**config.mk**
```make
export PLATFORM = sky130hd
export DESIGN_NAME = ldpc_systematic_deframer_flat
export DESIGN_NICKNAME = d
export VERILOG_FILES = /design/src/rtl/ldpc_rx_pkg.sv /design/src/rtl/ldpc_systematic_deframer_if.sv /design/src/rtl/ldpc_word_serializer.sv /design/src/rtl/ldpc_systematic_deframer.sv /design/src/flat_wrapper.sv
export SDC_FILE = /design/constraint.sdc
export NUM_CORES = 1
export LEC_CHECK = 0
export BUFFER_PORTS_ARGS = -buffer_cell sky130_fd_sc_hd__clkbuf_2
export CORE_AREA = 2 2 73 75
export CTS_CLUSTER_DIAMETER = 80
export CTS_CLUSTER_SIZE = 10
export DETAILED_ROUTE_END_ITERATION = 10
export DIE_AREA = 0 0 75 77
export GPL_ROUTABILITY_DRIVEN = 0
export PLACE_DENSITY = 0.56
export SLEW_MARGIN = 20
export SYNTH_ARGS = -nofsm -noshare
export SYNTH_HDL_FRONTEND = slang
export SYNTH_SLANG_ARGS = --single-unit
```
**constraint.sdc**
```tcl
create_clock -name clk -period 5.4 [get_ports clk]
set_input_delay 0 -clock clk [delete_from_list [all_inputs] [get_ports clk]]
set_output_delay 0 -clock clk [all_outputs]
set_load 0.05 [all_outputs]
```
**src/rtl/ldpc_rx_pkg.sv**
```systemverilog
// Shared constants and types for the LDPC receive-side word path.
package ldpc_rx_pkg;

  // DVB-S2 short frame: codeword length and information length per code rate.
  localparam int unsigned N_SHORT      = 16200;
  localparam int unsigned K_SHORT_1_4  = 3240;
  localparam int unsigned K_SHORT_1_3  = 5400;
  localparam int unsigned K_SHORT_2_5  = 6480;
  localparam int unsigned K_SHORT_1_2  = 7200;
  localparam int unsigned K_SHORT_3_5  = 9720;
  localparam int unsigned K_SHORT_2_3  = 10800;
  localparam int unsigned K_SHORT_3_4  = 11880;
  localparam int unsigned K_SHORT_4_5  = 12600;
  localparam int unsigned K_SHORT_5_6  = 13320;
  localparam int unsigned K_SHORT_8_9  = 14400;

  // Frame phase: systematic words are serialised, parity words are dropped.
  typedef enum logic {
    SYS = 1'b0,
    PAR = 1'b1
  } phase_t;

  // Counter width able to hold 0..n-1 (at least one bit).
  function automatic int unsigned cnt_w(input int unsigned n);
    return (n > 1) ? $clog2(n) : 1;
  endfunction

endpackage

```
**src/rtl/ldpc_systematic_deframer_if.sv**
```systemverilog
// Word-in / bit-out handshake bundle of the systematic deframer.
interface ldpc_systematic_deframer_if #(
  parameter int unsigned DATA_W = 8
);
  logic              in_valid;
  logic [DATA_W-1:0] in_data;
  logic              in_ready;
  logic              bit_out;
  logic              bit_valid;
  logic              bit_ready;
  logic              bit_sof;
  logic              bit_eof;
  logic              frame_done;

  // Codeword source plus bit consumer side.
  modport master (
    output in_valid, in_data, bit_ready,
    input  in_ready, bit_out, bit_valid, bit_sof, bit_eof, frame_done
  );

  // Deframer side.
  modport slave (
    input  in_valid, in_data, bit_ready,
    output in_ready, bit_out, bit_valid, bit_sof, bit_eof, frame_done
  );
endinterface

```
**src/rtl/ldpc_word_serializer.sv**
```systemverilog
// MSB-first word serializer with frame-position tags and a valid/ready bit port.
module ldpc_word_serializer
  import ldpc_rx_pkg::*;
#(
  parameter int unsigned DATA_W = 8
) (
  input  logic              clk,
  input  logic              rst_n,
  input  logic              clk_enable,
  input  logic              load,
  input  logic [DATA_W-1:0] load_data,
  input  logic              load_first,
  input  logic              load_last,
  input  logic              bit_ready,
  output logic              bit_out,
  output logic              bit_valid,
  output logic              bit_sof,
  output logic              bit_eof,
  output logic              busy,
  output logic              freeing
);

  localparam int unsigned       CW       = cnt_w(DATA_W);
  localparam logic [CW-1:0]     LAST_BIT = CW'(DATA_W - 1);

  logic [DATA_W-1:0] shreg;
  logic [CW-1:0]     bit_cnt;
  logic              full;
  logic              tag_first;
  logic              tag_last;
  logic              xfer;

  assign bit_valid = full & clk_enable;
  assign xfer      = bit_valid & bit_ready;
  assign bit_out   = shreg[DATA_W-1];
  assign bit_sof   = bit_valid & tag_first & (bit_cnt == '0);
  assign bit_eof   = bit_valid & tag_last & (bit_cnt == LAST_BIT);
  assign busy      = full;
  assign freeing   = xfer & (bit_cnt == LAST_BIT);

  // Shifter state: a load always wins, otherwise shift on each bit transfer.
  always_ff @(posedge clk or negedge rst_n) begin
    if (!rst_n) begin
      shreg     <= '0;
      bit_cnt   <= '0;
      full      <= 1'b0;
      tag_first <= 1'b0;
      tag_last  <= 1'b0;
    end else if (clk_enable) begin
      if (load) begin
        shreg     <= load_data;
        bit_cnt   <= '0;
        full      <= 1'b1;
        tag_first <= load_first;
        tag_last  <= load_last;
      end else if (xfer) begin
        shreg   <= {shreg[DATA_W-2:0], 1'b0};
        bit_cnt <= bit_cnt + CW'(1);
        if (bit_cnt == LAST_BIT) begin
          full <= 1'b0;
        end
      end
    end
  end

endmodule

```
**src/rtl/ldpc_systematic_deframer.sv**
```systemverilog
// Drops LDPC parity words and re-serialises the systematic words as a framed bit stream.
module ldpc_systematic_deframer
  import ldpc_rx_pkg::*;
#(
  parameter int unsigned DATA_W = 8,
  parameter int unsigned N_BITS = 16200,
  parameter int unsigned K_BITS = 7200
) (
  input  logic                        clk,
  input  logic                        rst_n,
  input  logic                        clk_enable,
  ldpc_systematic_deframer_if.slave   bus
);

  localparam int unsigned        WPF       = N_BITS / DATA_W;
  localparam int unsigned        SPF       = K_BITS / DATA_W;
  localparam int unsigned        CNT_W     = cnt_w(WPF);
  localparam logic [CNT_W-1:0]   LAST_WORD = CNT_W'(WPF - 1);
  localparam logic [CNT_W-1:0]   LAST_SYS  = CNT_W'(SPF - 1);

  logic [CNT_W-1:0] word_cnt;
  phase_t           phase;
  logic             frame_done_q;
  logic             in_ready_c;
  logic             accept;
  logic             ser_load;
  logic             ser_busy;
  logic             ser_freeing;

  // Parity words never wait for the shifter; systematic words wait until it is
  // empty or releases its last bit this cycle. rst_n keeps ready low in reset.
  assign in_ready_c = rst_n & clk_enable &
                      ((phase == PAR) | ~ser_busy | ser_freeing);
  assign accept     = bus.in_valid & in_ready_c;
  assign ser_load   = accept & (phase == SYS);

  assign bus.in_ready   = in_ready_c;
  assign bus.frame_done = frame_done_q;

  // Frame position and phase FSM with a registered end-of-codeword pulse.
  always_ff @(posedge clk or negedge rst_n) begin
    if (!rst_n) begin
      word_cnt     <= '0;
      phase        <= SYS;
      frame_done_q <= 1'b0;
    end else if (clk_enable) begin
      frame_done_q <= 1'b0;
      if (accept) begin
        word_cnt <= (word_cnt == LAST_WORD) ? '0 : word_cnt + CNT_W'(1);
        unique case (phase)
          SYS: if (word_cnt == LAST_SYS) phase <= PAR;
          PAR: if (word_cnt == LAST_WORD) begin
            phase        <= SYS;
            frame_done_q <= 1'b1;
          end
          default: phase <= SYS;
        endcase
      end
    end
  end

  ldpc_word_serializer #(
    .DATA_W (DATA_W)
  ) u_serializer (
    .clk        (clk),
    .rst_n      (rst_n),
    .clk_enable (clk_enable),
    .load       (ser_load),
    .load_data  (bus.in_data),
    .load_first (word_cnt == '0),
    .load_last  (word_cnt == LAST_SYS),
    .bit_ready  (bus.bit_ready),
    .bit_out    (bus.bit_out),
    .bit_valid  (bus.bit_valid),
    .bit_sof    (bus.bit_sof),
    .bit_eof    (bus.bit_eof),
    .busy       (ser_busy),
    .freeing    (ser_freeing)
  );

endmodule

```
**src/flat_wrapper.sv**
```systemverilog
// flat-port wrapper written by rule: the top's interface ports become plain ports
module ldpc_systematic_deframer_flat import ldpc_rx_pkg::*;
#(
  parameter int unsigned DATA_W = 8,
  parameter int unsigned N_BITS = 16200,
  parameter int unsigned K_BITS = 7200
)
  (clk, rst_n, clk_enable, bus_in_valid, bus_in_data, bus_bit_ready, bus_in_ready, bus_bit_out, bus_bit_valid, bus_bit_sof, bus_bit_eof, bus_frame_done);
  ldpc_systematic_deframer_if #(.DATA_W(DATA_W)) bus_i ();
  input  logic clk;
  input  logic rst_n;
  input  logic clk_enable;
  input wire logic [$bits(bus_i.in_valid)-1:0] bus_in_valid;
  input wire logic [$bits(bus_i.in_data)-1:0] bus_in_data;
  input wire logic [$bits(bus_i.bit_ready)-1:0] bus_bit_ready;
  output wire logic [$bits(bus_i.in_ready)-1:0] bus_in_ready;
  output wire logic [$bits(bus_i.bit_out)-1:0] bus_bit_out;
  output wire logic [$bits(bus_i.bit_valid)-1:0] bus_bit_valid;
  output wire logic [$bits(bus_i.bit_sof)-1:0] bus_bit_sof;
  output wire logic [$bits(bus_i.bit_eof)-1:0] bus_bit_eof;
  output wire logic [$bits(bus_i.frame_done)-1:0] bus_frame_done;
  assign bus_i.in_valid = bus_in_valid;
  assign bus_i.in_data = bus_in_data;
  assign bus_i.bit_ready = bus_bit_ready;
  assign bus_in_ready = bus_i.in_ready;
  assign bus_bit_out = bus_i.bit_out;
  assign bus_bit_valid = bus_i.bit_valid;
  assign bus_bit_sof = bus_i.bit_sof;
  assign bus_bit_eof = bus_i.bit_eof;
  assign bus_frame_done = bus_i.frame_done;
  ldpc_systematic_deframer #(.DATA_W(DATA_W), .N_BITS(N_BITS), .K_BITS(K_BITS)) u_core (.clk(clk), .rst_n(rst_n), .clk_enable(clk_enable), .bus(bus_i));
endmodule
```
Word level (Yosys, flattened, before mapping):

Cells that the tools add are included.

* add/subtract/negate cells: 2
* $mul: 0
* divide/modulo/power cells: 0
* $lt $le $gt $ge: 0
* equality and inequality tests: 3
* shift operators: 0
* mux-type cells: 14
* bitwise operators: 15
* reductions and logical operators: 8

Operator list (number)
* $mux 8: 2
* $add 11x1->11 const B: 1
* $and 1x1->1: 11
* $eq 11x10->1 const B: 1
* $eq 11x11->1 const B: 1
* $logic_not 11->1: 1
* $mux 11: 1
* $mux 1: 8
* $mux 3: 2
* $reduce_and 2->1: 3
* $reduce_bool 2->1: 2
* $add 3x1->3 const B: 1
* $eq 3x3->1 const B: 1
* $logic_not 3->1: 1
* $reduce_and 3->1: 1
* $not 1->1: 2
* $or 1x1->1: 2
* $pmux 1 s2: 1

* flip-flop bits (word level): 27
* bits in latches: 0
* RAM bits: 0
* ROM bits: 0
* bits of input ports: 13
* output and inout bits: 6
* logic and storage cells: 50
* memories kept: 0

Longest topological paths before layout:

Gate-level depths: netlist (run 1).

* depth in word-level cells: 9
* gate-level depth with buffers: 8
* depth with buffers taken out: 6

Cells and area by module:

From an unflattened synthesis (run 1), not the netlist that was laid out.

* cells, all modules: 133
* area total of the unflattened synthesis: 1462.7 µm²

Modules (own cells, without submodules)
* ldpc_word_serializer: instances 1, cells each 55, area an instance 739.5 µm², sequential area each 350.3 µm²
* ldpc_systematic_deframer: instances 1, cells each 78, area an instance 723.2 µm², sequential area each 325.3 µm²

Worst setup path before layout (run 1):

OpenSTA, ideal clock, no wires.

* path kind: flip-flop to output port
* start point: reg u_core.u_serializer.full, in the netlist u_core.u_serializer.busy
* end point: out bus_bit_sof
* arrival time: 1800 ps
* required time: 5400 ps
* slack: 3600 ps
* stages on the path, launching flop included: 5
* path buffers: 1
* cells stage by stage: dfrtp_1 and2_1 clkbuf_1 nand3_1 nor2_1

* longest elaborated chain between the ends: 3

Ends and longest elaborated chain
* start: declaration: line ldpc_word_serializer.sv:28 `logic full;`
* start signal: assignment: line ldpc_word_serializer.sv:46 `full <= 1'b0;`
* start signal: assignment: line ldpc_word_serializer.sv:53 `full <= 1'b1;`
* start signal: assignment: line ldpc_word_serializer.sv:60 `full <= 1'b0;`
* $and 1x1->1: line ldpc_word_serializer.sv:33 `assign bit_valid = full & clk_enable;`
* named net bus_bit_valid: line flat_wrapper.sv:18 `output wire logic [$bits(bus_i.bit_valid)-1:0] bus_bit_valid;`
* $and 1x1->1 (2 in a row): line ldpc_word_serializer.sv:36 `assign bit_sof = bit_valid & tag_first & (bit_cnt == '0);`
* end: declaration: line flat_wrapper.sv:19 `output wire logic [$bits(bus_i.bit_sof)-1:0] bus_bit_sof;`

The timed path passes the listed nets, and every way through them passes these cells.

Worst setup path in the final report (run 1):

* start point: in rst_n
* end point: reg u_core.word_cnt[6]

* longest elaborated chain between the ends: 4

Ends and longest elaborated chain
* start: declaration: line flat_wrapper.sv:11 `input logic rst_n;`
* $and 1x1->1 (2 in a row): line ldpc_systematic_deframer.sv:32 `assign in_ready_c = rst_n & clk_enable &`
* $and 1x1->1: line ldpc_systematic_deframer.sv:34 `assign accept = bus.in_valid & in_ready_c;`
* $reduce_and 2->1 (no source line)
* end signal: assignment: line ldpc_systematic_deframer.sv:49 `word_cnt <= (word_cnt == LAST_WORD) ? '0 : word_cnt + CNT_W'(1);`
* end: declaration: line ldpc_systematic_deframer.sv:21 `logic [CNT_W-1:0] word_cnt;`

No other way between the ends.
A chain may end at the register's enable or synchronous reset.

==> metrics.md, run 1 <==
| Metric | Value |
|---|---|
| Status | finished, final reports clean |
| Peak supply drop | 0.000127 V |
| CP Capture Type | flip-flop |
| Final hold vios | 0 |
| Core area | approximately 5000 um^2 |
| RSZ-0062 raised after global routing | no |
| Crit Path Max Fanout | 29 |
| Routed vias/inst | approximately 4.7 |
| Fin nets | a little under 200 |
| Post-Syn Instances | 152 |
| NetSw | 0.233 mW |
| Mapped cell area | approximately 1400 um^2 |
| Most numerous cell in the Yosys netlist | dfrtp_1 |
| Cell accounting for the most synthesized area | dfrtp_1 |
| Layout cells sized above 1 | 0.149 |
| Sum Neg Setup Slack | 0 ns |
| Clock buffer depth | 2 |
| Die Area | ~5800 um^2 |
| Die Y | 77 um |
| GRT Resource Usage Total | 0.111 |
| Clock root buffer | clkbuf_8 |
| Final worst setup slack | between 2 and 3 ns |
| Top post-synthesis cells by area | dfrtp_1 47%, mux2i_1 6.3%, nand2_1 4.7% |
| Fin crit share | 0.445 |
| # rows | 26 |
| IO Count | 19 |
| Static leakage power | 0.800 nW |
| Place WS | 3.09 ns |
| Clk_lat worst skew | 0.28 ns |
| Util after Layout | 0.345 |
| Internal Power | just under 0.4 mW |
| Worst Skew | approximately 0.0069 ns |
| CTS tree | yes |
| First drt pass iteration count | 4 |
| Synth-to-Final Area Change | 19.7% |
| Required @ worst endpoint | around 5.6 ns |
| Startpoint Class | input port |
| Final ANT Viol Nets | 0 |
| Ys Warns | 0 |
| Via count | 1,159 |
| Dpl cell area | ~1600 um^2 |
| Max Freq | 416 MHz |
| Sequential share of power | 0.498 |
| Worst Path Arrival | 2.61 ns |
| Power share of the combinational group | 0.315 |
| Crit path kind | in -> reg |
| Final setup vio count | 0 |
| Power Density | ~370 nW/um^2 |
| Clock power share | 0.186 |
| Max Slew Vio Count | 0 |
| Die width | about 75 um |
| First DRT Iteration DRCs | 80 |
| Largest net degree at the start of global routing | 30 |
| WHS | ~0.035 ns |
| Seq cells post-synth | 27 |
| Design area | between 1500 and 2000 um^2 |
| Fin crit period | 2.41 ns |
| N_diodes | 0 |
| Post-Route WL | a little under 3000 um |
| Finished Layout Cells | between 200 and 250 |
| Initial antenna violation count | 0 |
| Async S/R FF share, synth | 1.00 |
| Slew @ Worst Pin | between 0.7 and 0.8 ns |
| Vias in the first global route | 1,097 |
| Rel. slew slack | 0.527 |
| CTS buffer count | 3 |
| Worst min path class | in -> reg |
| Main synth FF type | dfrtp_1 |
| Max Cap Viol | 0 |
| DRC | 0 |
| Average size of a mapped cell | around 9.4 um^2 |
| H-tree levels | 1 |
| Global-route wire length before repair | around 5000 um |
| Post-synth EDFFs | 0 |
| Placed insts | about 230 |
| Gr ovfl total | 0 |
| Commonest cells in the netlist | 27 x dfrtp_1, 18 x nand2_1, 11 x o21ai_0 |
| IO Port Bufs | 18 |
| Post-synthesis sequential area ratio | 0.471 |
| Count of cell types in the netlist | 34 |
| DR WL/cell | between 10 and 15 um |
| HPWL Detailed | 2020 um |
| Sink Count | 27 |
| Synth top area share | 0.471 |
| Mapped Nets | between 150 and 200 |
| Total power | 0.628 mW |
| Initial Utilization | 0.288 |
| Sw Ratio | 0.371 |
| Clk slew on worst S/H paths | roughly 0.1 ns |
-- metal layers --
layer	share of wire	wire length [um]	track usage
met4	0.023	66	0.0536
met3	0.020	57	0.0118
met5	0	0	0
met1	0.49	1440	0.157
met2	0.46	1350	0.166
-- critical path, stage by stage --
cell and delay (ns):
dlygate4sd3_1 0.53, clkbuf_2 0.55, nand3_1 0.33, a21o_1 0.45
or4_1 0.58, a21oi_1 0.15
-- placed cells by master, fill, tap and decap left out, types with 4 or more instances in the layout --
| master | instances |
|---|---|
| dlygate4sd3_1 | 9 |
| o31ai_1 | 4 |
| ha_1 | 5 |
| clkbuf_2 | 18 |
| mux2i_1 | 9 |
| nand2_1 | 18 |
| dfrtp_1 | 27 |
| inv_1 | 7 |
| a21oi_1 | 8 |
| nand3_1 | 9 |
| o21ai_0 | 11 |
| or4_1 | 4 |
| nor2_1 | 8 |
-- registers in the layout, indices dropped and copies added (netlist names) --
signal,cells
u_core.bus.frame_done,1
u_core.word_cnt,11
u_core.u_serializer.shreg,8
u_core.u_serializer.tag_last,1
u_core.u_serializer.busy,1
u_core.u_serializer.bit_cnt,3
u_core.phase,1
u_core.u_serializer.tag_first,1
-- logic make-up after synthesis --
logic type,after synthesis,share of synthesized area
adders and majority gates,5,0.0436
xor gates and xnor gates,3,0.0183
muxes,9,0.0628
AOI/OAI and AO/OA,35,0.146
and+or+nand+nor,58,0.209
DFF,27,0.471
buffers and inverters,15,0.0488
-- final timing paths --
kind / from / end / slack [ns] / cells after the start
max in group asynchronous: rst_n / u_core.u_serializer.tag_last$_DFFE_PN0P_ / 4.64 / 2
worst max-delay path: rst_n / u_core.word_cnt[6]$_DFFE_PN0P_ / 2.99 / 6
worst min-delay path: clk_enable / u_core.bus.frame_done$_DFFE_PN0P_ / 0.04 / 3
worst min register to register: u_core.u_serializer.tag_last$_DFFE_PN0P_ / u_core.u_serializer.tag_last$_DFFE_PN0P_ / 0.52 / 2
min in group asynchronous: rst_n / u_core.word_cnt[0]$_DFFE_PN0P_ / 0.30 / 2
worst max register to register: u_core.u_serializer.bit_cnt[1]$_DFFE_PN0P_ / u_core.bus.frame_done$_DFFE_PN0P_ / 3.29 / 6
-- power by group through the flow --
stage | Sequential, mW | Clock, mW | Combinational [mW]
after floorplan | 0.304 | 0 | 0.159
after global placement | 0.315 | 0 | 0.190
after detailed placement | 0.316 | 0 | 0.194
after CTS | 0.312 | 0.123 | 0.201
after global routing | 0.322 | 0.131 | 0.228
final | 0.313 | 0.117 | 0.198
-- area by class of cell --
class | count | area [um^2]
Fill cell | 512 | 3260
Multi-Input combinational cell | 110 | 702
Sequential cell | 27 | 676
Timing Repair Buffer | 27 | 180
Tap cell | 70 | 87.6
Clock buffer | 3 | 41.3
Inverter | 7 | 26.3
Clock inverter | 1 | 5.00
-- timing repair --
item | in CTS | in global routing
resized for setup | 0 | 0
hold endpoints to repair | 35 | 0
hold buffers | 9 | 0
setup buffers | 0 | 0
Power figures use the tool's default switching activity.
==> run 2, diff against run 1 <==
- ABC_AREA: not set -> 1
- CORE_AREA: 2 2 73 75 -> 2 2 77 79
- DIE_AREA: 0 0 75 77 -> 0 0 79 81
- PLACE_DENSITY: 0.56 -> 0.58
- clock period: 5.4 -> 1.95 ns (I/O delays scaled with it)
==> metrics.md, run 2 <==
| Metric | Value |
|---|---|
| Fin crit share | 0.898 |
| Largest regs | u_core.word_cnt: 11 flops, u_core.u_serializer.shreg: 8 flops, u_core.u_serializer.bit_cnt: 3 flops |
| Total power | 2.08 mW (+230%) |
| H-tree levels | 1 (unchanged) |
| Routed vias/inst | 4.53 (-4.2%) |
| GRT Resource Usage Total | 0.113 (+0.00192) |
| Crit path kind | reg -> out |
| RSZ-0062 raised after global routing | no |
| First DRT Iteration DRCs | 97 (+21%) |
| Post-Syn Instances | 217 (+43%) |
| Sum Neg Setup Slack | 0 ns (unchanged) |
| Clk slew on worst S/H paths | 0.10 ns (about the same) |
| Cell accounting for the most synthesized area | dfrtp_1 |
| IO Count | 19 (unchanged) |
| Gr ovfl total | 0 (unchanged) |
| Seq cells post-synth | 27 (unchanged) |
| Initial antenna violation count | 0 (unchanged) |
| Worst Hold End | u_core.u_serializer.shreg[4]$_DFFE_PN0P_ |
| Mapped cell area | 1630 um^2 (+14%) |
| FF-to-FF setup slack | 0.23 ns (-3.06 ns) |
| R2r worst-path depth | 9 (+3) |
| Crit-path most repeated cell | ha_1 |
| Dpl cell area | 1790 um^2 (+14%) |
| Mapped Nets | 235 (+38%) |
| Die Y | 81 um (+5.2%) |
| Initial Utilization | 0.288 (-0.000417) |
| Startpoint Class | flip-flop |
| Power Density | 1110 nW/um^2 (+200%) |
| Met3 Usage GRT | 0.00889 (-0.00294) |
| Clock root buffer | clkbuf_8 |
| Clock buffer depth | 2 (unchanged) |
| DR WL/cell | 10.8 um (-9.4%) |
| # rows | 28 (+7.7%) |
| Hold path startpoint | bus_in_data[4] |
| IO Port Bufs | 18 (unchanged) |
| Layout cells sized above 1 | 0.151 (+0.00269) |
| Post-Route WL | 3370 um (+16%) |
| Max Cap Viol | 0 (unchanged) |
| Required @ worst endpoint | 1.95 ns (-3.66 ns) |
| Post-synth EDFFs | 0 (unchanged) |
| CP bufs+invs | 1 (-1) |
| Rel. slew slack | 0.673 (+0.146) |
| RR Startpoint | u_core.u_serializer.bit_cnt[0]$_DFFE_PN0P_ |
| Synth-to-Final Area Change | 14.2% |
| Static leakage power | 0.953 nW (+19%) |
| Slew @ Worst Pin | 0.491 ns (-0.216 ns) |
| Global-route wire length before repair | 5840 um (+16%) |
| Main synth FF type | dfrtp_1 |
| Met2 Usage GRT | 0.185 (+0.0190) |
| DRC | 0 (unchanged) |
| Synth top area share | 0.413 (-0.0573) |
| Clk_lat worst skew | 0.28 ns (about the same) |
| N_diodes | 0 (unchanged) |
| Commonest cells in the netlist | 57 x nand2_1, 32 x inv_1, 27 x dfrtp_1 |
| Fin crit period | between 1.5 and 2 ns |
| Status | finished, final reports clean |
| Count of cell types in the netlist | 25 (-26%) |
| Critical R2R Capture | u_core.u_serializer.shreg[7]$_DFFE_PN0P_ |
| Final hold vios | 0 (unchanged) |
| Core area | 5680 um^2 (+14%) |
| Worst min path class | in -> reg |
| Most common cell after layout, fill and taps aside | nand2_1 |
| Placed insts | 306 (+32%) |
| Post-synthesis sequential area ratio | 0.413 (-0.0573) |
| Crit Path Max Fanout | 9 (-69%) |
| CP Capture Type | primary output |
| Final ANT Viol Nets | 0 (unchanged) |
| Most numerous cell in the Yosys netlist | nand2_1 |
| Top post-synthesis cells by area | dfrtp_1 41%, nand2_1 13%, inv_1 7.4% |
| Finished Layout Cells | 313 (+28%) |
| Worst Skew | 0.00563 ns (-0.00128 ns) |
| Fin nets | 257 (+32%) |
| GR Util met1 | 0.154 (-0.00274) |
| CP cell instances | ha_1 > ha_1 > nand4_2 > a21oi_4 > clkbuf_2 |
| Sink Count | 27 (unchanged) |
| Util after Layout | 0.329 (-0.0162) |
| Delay-heaviest family, CP | flip-flops |
| Vias in the first global route | 1,325 (+21%) |
| Largest net degree at the start of global routing | 28 (-6.7%) |
| Hold depth | 5 (+2) |
| Max reg flops | 11 (unchanged) |
| Average size of a mapped cell | 7.53 um^2 (-20%) |
| CP peak stage delay | 0.37 ns (-0.21 ns) |
| Final setup vio count | 0 (unchanged) |
| Die Area | 6400 um^2 (+11%) |
| Ys Warns | 0 (unchanged) |
| Slowest-stage cell, CP | dfrtp_1 |
| CTS buffer count | 3 (unchanged) |
| Max Freq | between 500 and 600 MHz |
| CTS tree | yes |
| Design area | 1870 um^2 (+8.7%) |
| First drt pass iteration count | 4 (unchanged) |
| Via count | 1,418 (+22%) |
| Worst Path Arrival | 1.75 ns (-0.86 ns) |
| Layer with the highest usage | met2 |
| Max Slew Vio Count | 0 (unchanged) |
| Most frequent cells in the layout | 57 x nand2_1, 32 x inv_1, 27 x dfrtp_1 |
| HPWL Detailed | 2530 um (+26%) |
| Async S/R FF share, synth | 1.00 (unchanged) |
| Top reg by flops | u_core.word_cnt |
| Peak supply drop | 0.000350 V (+180%) |
| Die width | 79 um (+5.3%) |
## run 2: cell types whose count changed after synthesis, moves of 9 or more
cell     before  now
nand2_1      18   57
o21ai_1       3   14
nand4_1       3   14
mux2i_1       9    0
nand3_1       9   23
inv_1         7   32
## run 2: cells by family after synthesis
group,after synthesis,synth area share
AO/OA/AOI/OAI,18,0.0620
XOR/XNOR,4,0.0214
adder cells (fa/ha/maj),5,0.0383
buffers and inverters,43,0.115
flip-flops,27,0.413
AND/OR/NAND/NOR,120,0.350
## run 2: worst max-delay path by stage
stage	start	cells after the start	endpoint	slack, ns
floorplan	u_core.u_serializer.bit_cnt[0]$_DFFE_PN0P_	7	u_core.phase$_DFFE_PN0P_	0.22
global placement	u_core.u_serializer.bit_cnt[0]$_DFFE_PN0P_	9	u_core.u_serializer.bit_cnt[2]$_DFFE_PN0P_	0.26
detailed placement	u_core.u_serializer.bit_cnt[0]$_DFFE_PN0P_	9	u_core.u_serializer.shreg[5]$_DFFE_PN0P_	0.22
CTS	u_core.u_serializer.bit_cnt[0]$_DFFE_PN0P_	9	u_core.u_serializer.shreg[7]$_DFFE_PN0P_	0.20
global route	u_core.u_serializer.bit_cnt[0]$_DFFE_PN0P_	9	u_core.u_serializer.shreg[2]$_DFFE_PN0P_	0.03
finish	u_core.u_serializer.bit_cnt[0]$_DFFE_PN0P_	5	bus_in_ready	0.20
## run 2: tightest hold or removal path, delay by kind of cell
kind | cells | cell delay (ns)
and+or+nand+nor | 3 | 0.19
buffers and inverters | 2 | 0.10
## run 2: layer usage
metal  up-vias  wire length (um)
li1        746                 -
met1       641              1730
met2        23              1490
met3         8                83
met4         0                64
met5         -                 0
## run 2: power by group
group	switching (mW)	leakage, nW	internal [mW]
Clock	0.186	0.0217	0.145
Combinational	0.493	0.580	0.289
Sequential	0.200	0.351	0.766
Total	0.880	0.953	1.20
## run 2: through the flow
stage                     hold slack, ns  setup WS [ns]
after floorplan                   -0.296          0.220
after global placement            0.0565          0.264
after detailed placement          0.0602          0.216
after CTS                         0.0534          0.201
after global routing              0.0676         0.0259
final                             0.0428          0.200
## run 2: area by class of cell
type                            count  area [um^2]
Fill cell                         619         3810
Multi-Input combinational cell    147          771
Sequential cell                    27          676
Timing Repair Buffer               24          143
Inverter                           36          135
Tap cell                           75         93.8
Clock buffer                        3         41.3
Clock inverter                      1         7.51
## run 2: repair_timing
item | CTS | global route
buffers inserted | 0 | 0
resized for setup | 0 | 0
endpoints found under the hold margin | 29 | 0
hold buffers | 3 | 0
==> run 3, diff against run 2 <==
- CORE_AREA: 2 2 77 79 -> 2 2 70 88
- DIE_AREA: 0 0 79 81 -> 0 0 72 90
- PLACE_DENSITY: 0.58 -> 0.57
==> metrics.md, run 3 (synthesized netlist as in run 2, its figures left out) <==
| Metric | Value |
|---|---|
| Most frequent cells in the layout | 57 x nand2_1, 32 x inv_1, 27 x dfrtp_1 |
| GRT Resource Usage Total | 0.124 (+0.0109) |
| Crit path kind | reg -> reg |
| Max Slew Vio Count | 0 (unchanged) |
| Rel. slew slack | 0.748 (+0.0757) |
| Global-route wire length before repair | 6490 um (+11%) |
| Synth-to-Final Area Change | 13.8% |
| CTS tree | yes |
| Gr ovfl total | 0 (unchanged) |
| Largest regs | u_core.word_cnt: 11 flops, u_core.u_serializer.shreg: 8 flops, u_core.u_serializer.bit_cnt: 3 flops |
| Layer with the highest usage | met2 |
| Critical R2R Capture | u_core.u_serializer.bit_cnt[2]$_DFFE_PN0P_ |
| Critical Path Source | u_core.u_serializer.bit_cnt[0]$_DFFE_PN0P_ |
| Die Area | 6480 um^2 (+1.3%) |
| DR WL/cell | 11.8 um (+9.9%) |
| Final ANT Viol Nets | 0 (unchanged) |
| Fin crit period | 1.76 ns (+0.00854 ns) |
| Peak supply drop | 0.000344 V (-1.7%) |
| Critical Path End | u_core.u_serializer.bit_cnt[2]$_DFFE_PN0P_ |
| Layout cells sized above 1 | 0.151 (-0.000633) |
| Place WS | 0.204 ns (-0.0128 ns) |
| RSZ-0062 raised after global routing | no |
| Power Density | 1110 nW/um^2 (about the same) |
| Required @ worst endpoint | 2.11 ns (+0.16 ns) |
| HPWL Detailed | 2810 um (+11%) |
| GR Util met1 | 0.142 (-0.0122) |
| Final worst setup slack | 0.191 ns (-0.00854 ns) |
| Largest net degree at the start of global routing | 28 (unchanged) |
| Total power | 2.07 mW (-0.36%) |
| Final setup vio count | 0 (unchanged) |
| First DRT Iteration DRCs | 63 (-35%) |
| DRC | 0 (unchanged) |
| H-tree levels | 1 (unchanged) |
| Max reg flops | 11 (unchanged) |
| Initial antenna violation count | 0 (unchanged) |
| RR Startpoint | u_core.u_serializer.bit_cnt[0]$_DFFE_PN0P_ |
| # rows | 31 (+11%) |
| Max Cap Viol | 0 (unchanged) |
| Crit Path Max Fanout | 11 (+2) |
| Placed insts | 298 (-2.6%) |
| Sink Count | 27 (unchanged) |
| CTS-repair resized insts | 0 (unchanged) |
| Dpl cell area | 1780 um^2 (-0.21%) |
| Status | finished, final reports clean |
| Top reg by flops | u_core.word_cnt |
| Static leakage power | 0.959 nW (+0.68%) |
| Final hold vios | 0 (unchanged) |
| WHS | 0.0530 ns (+0.0102 ns) |
| Fin crit share | 0.902 (+0.00438) |
| Slew @ Worst Pin | 0.377 ns (-0.114 ns) |
| Routed vias/inst | 4.68 (+3.3%) |
| N_diodes | 0 (unchanged) |
| FF-to-FF setup slack | 0.19 ns (-0.04 ns) |
| Via count | 1,427 (+0.63%) |
| Reg area | 676 um^2 (unchanged) |
| Die Y | 90 um (+11%) |
| Fillcell total | 623 (+0.65%) |
| Max Freq | 569 MHz (-0.49%) |
| Met3 Usage GRT | 0.0168 (+0.00793) |
| Initial Utilization | 0.287 (-0.00133) |
| Post-Route WL | 3610 um (+7.1%) |
| Clk slew on worst S/H paths | 0.09 ns (about the same) |
| Worst Path Arrival | 1.92 ns (+0.17 ns) |
| Clock root buffer | clkbuf_8 |
| IO Port Bufs | 18 (unchanged) |
| CP Capture Type | flip-flop |
| R2r worst-path depth | 9 (unchanged) |
| Met2 Usage GRT | 0.221 (+0.0367) |
| Util after Layout | 0.326 (-0.00283) |
| Startpoint Class | flip-flop |
| Clock buffer depth | 2 (unchanged) |
| Core area | 5700 um^2 (+0.46%) |
| Die width | 72 um (-8.9%) |
| Design area | 1860 um^2 (-0.40%) |
| Fin nets | 258 (+0.39%) |
| IO Count | 19 (unchanged) |
| Worst Skew | 0.00462 ns (-0.00101 ns) |
| Multi-input gate area | 771 um^2 (unchanged) |
| Worst min path class | in -> reg |
| Most common cell after layout, fill and taps aside | nand2_1 |
| First drt pass iteration count | 4 (unchanged) |
| Sum Neg Setup Slack | 0 ns (unchanged) |
| Finished Layout Cells | 305 (-2.6%) |
| Clk_lat worst skew | 0.27 ns (about the same) |
| CTS buffer count | 3 (unchanged) |
| Vias in the first global route | 1,517 (+14%) |
[run 3: where the power goes]
group	leakage (nW)	switching (mW)	internal (mW)	total, mW
registers	0.351	0.198	0.766	0.965
clock network	0.0228	0.169	0.146	0.316
logic	0.586	0.502	0.290	0.792
[run 3: worst min path at each step]
stage | startpoint | slack [ns] | cells past startpoint | to
floorplan | rst_n | -0.30 | 0 | u_core.bus.frame_done$_DFFE_PN0P_
global placement | rst_n | 0.04 | 2 | u_core.u_serializer.bit_cnt[2]$_DFFE_PN0P_
detailed placement | rst_n | 0.05 | 2 | u_core.u_serializer.bit_cnt[2]$_DFFE_PN0P_
CTS | bus_in_data[4] | 0.05 | 5 | u_core.u_serializer.shreg[4]$_DFFE_PN0P_
global route | bus_in_data[4] | 0.09 | 5 | u_core.u_serializer.shreg[4]$_DFFE_PN0P_
finish | bus_in_data[4] | 0.05 | 5 | u_core.u_serializer.shreg[4]$_DFFE_PN0P_
[run 3: cell type report]
type | count | area share
clock buffers | 4 | 0.0242
inverters | 36 | 0.0727
repair buffers | 25 | 0.0808
flip-flops and latches | 27 | 0.363
multi-input cells | 147 | 0.415
well taps | 66 | 0.0444
[run 3: per-layer routing]
metal / vias up / wire [um]
met3: 8 / 107
met5: - / 0
met2: 27 / 1860
met1: 648 / 1560
li1: 744 / -
met4: 0 / 80
[run 3: what timing repair did]
item / CTS / global route
hold buffers: 3 / 0
setup buffers: 0 / 0
hold endpoints to repair: 29 / 0
[run 3: critical path: stages (launching register included)]
cell and delay (ns):
dfrtp_1 0.36, ha_1 0.15, ha_1 0.17, nand4_2 0.15
nand2_2 0.11, nand4_2 0.09, nand2_1 0.31, inv_2 0.14
nand2_1 0.12, nand2_1 0.05
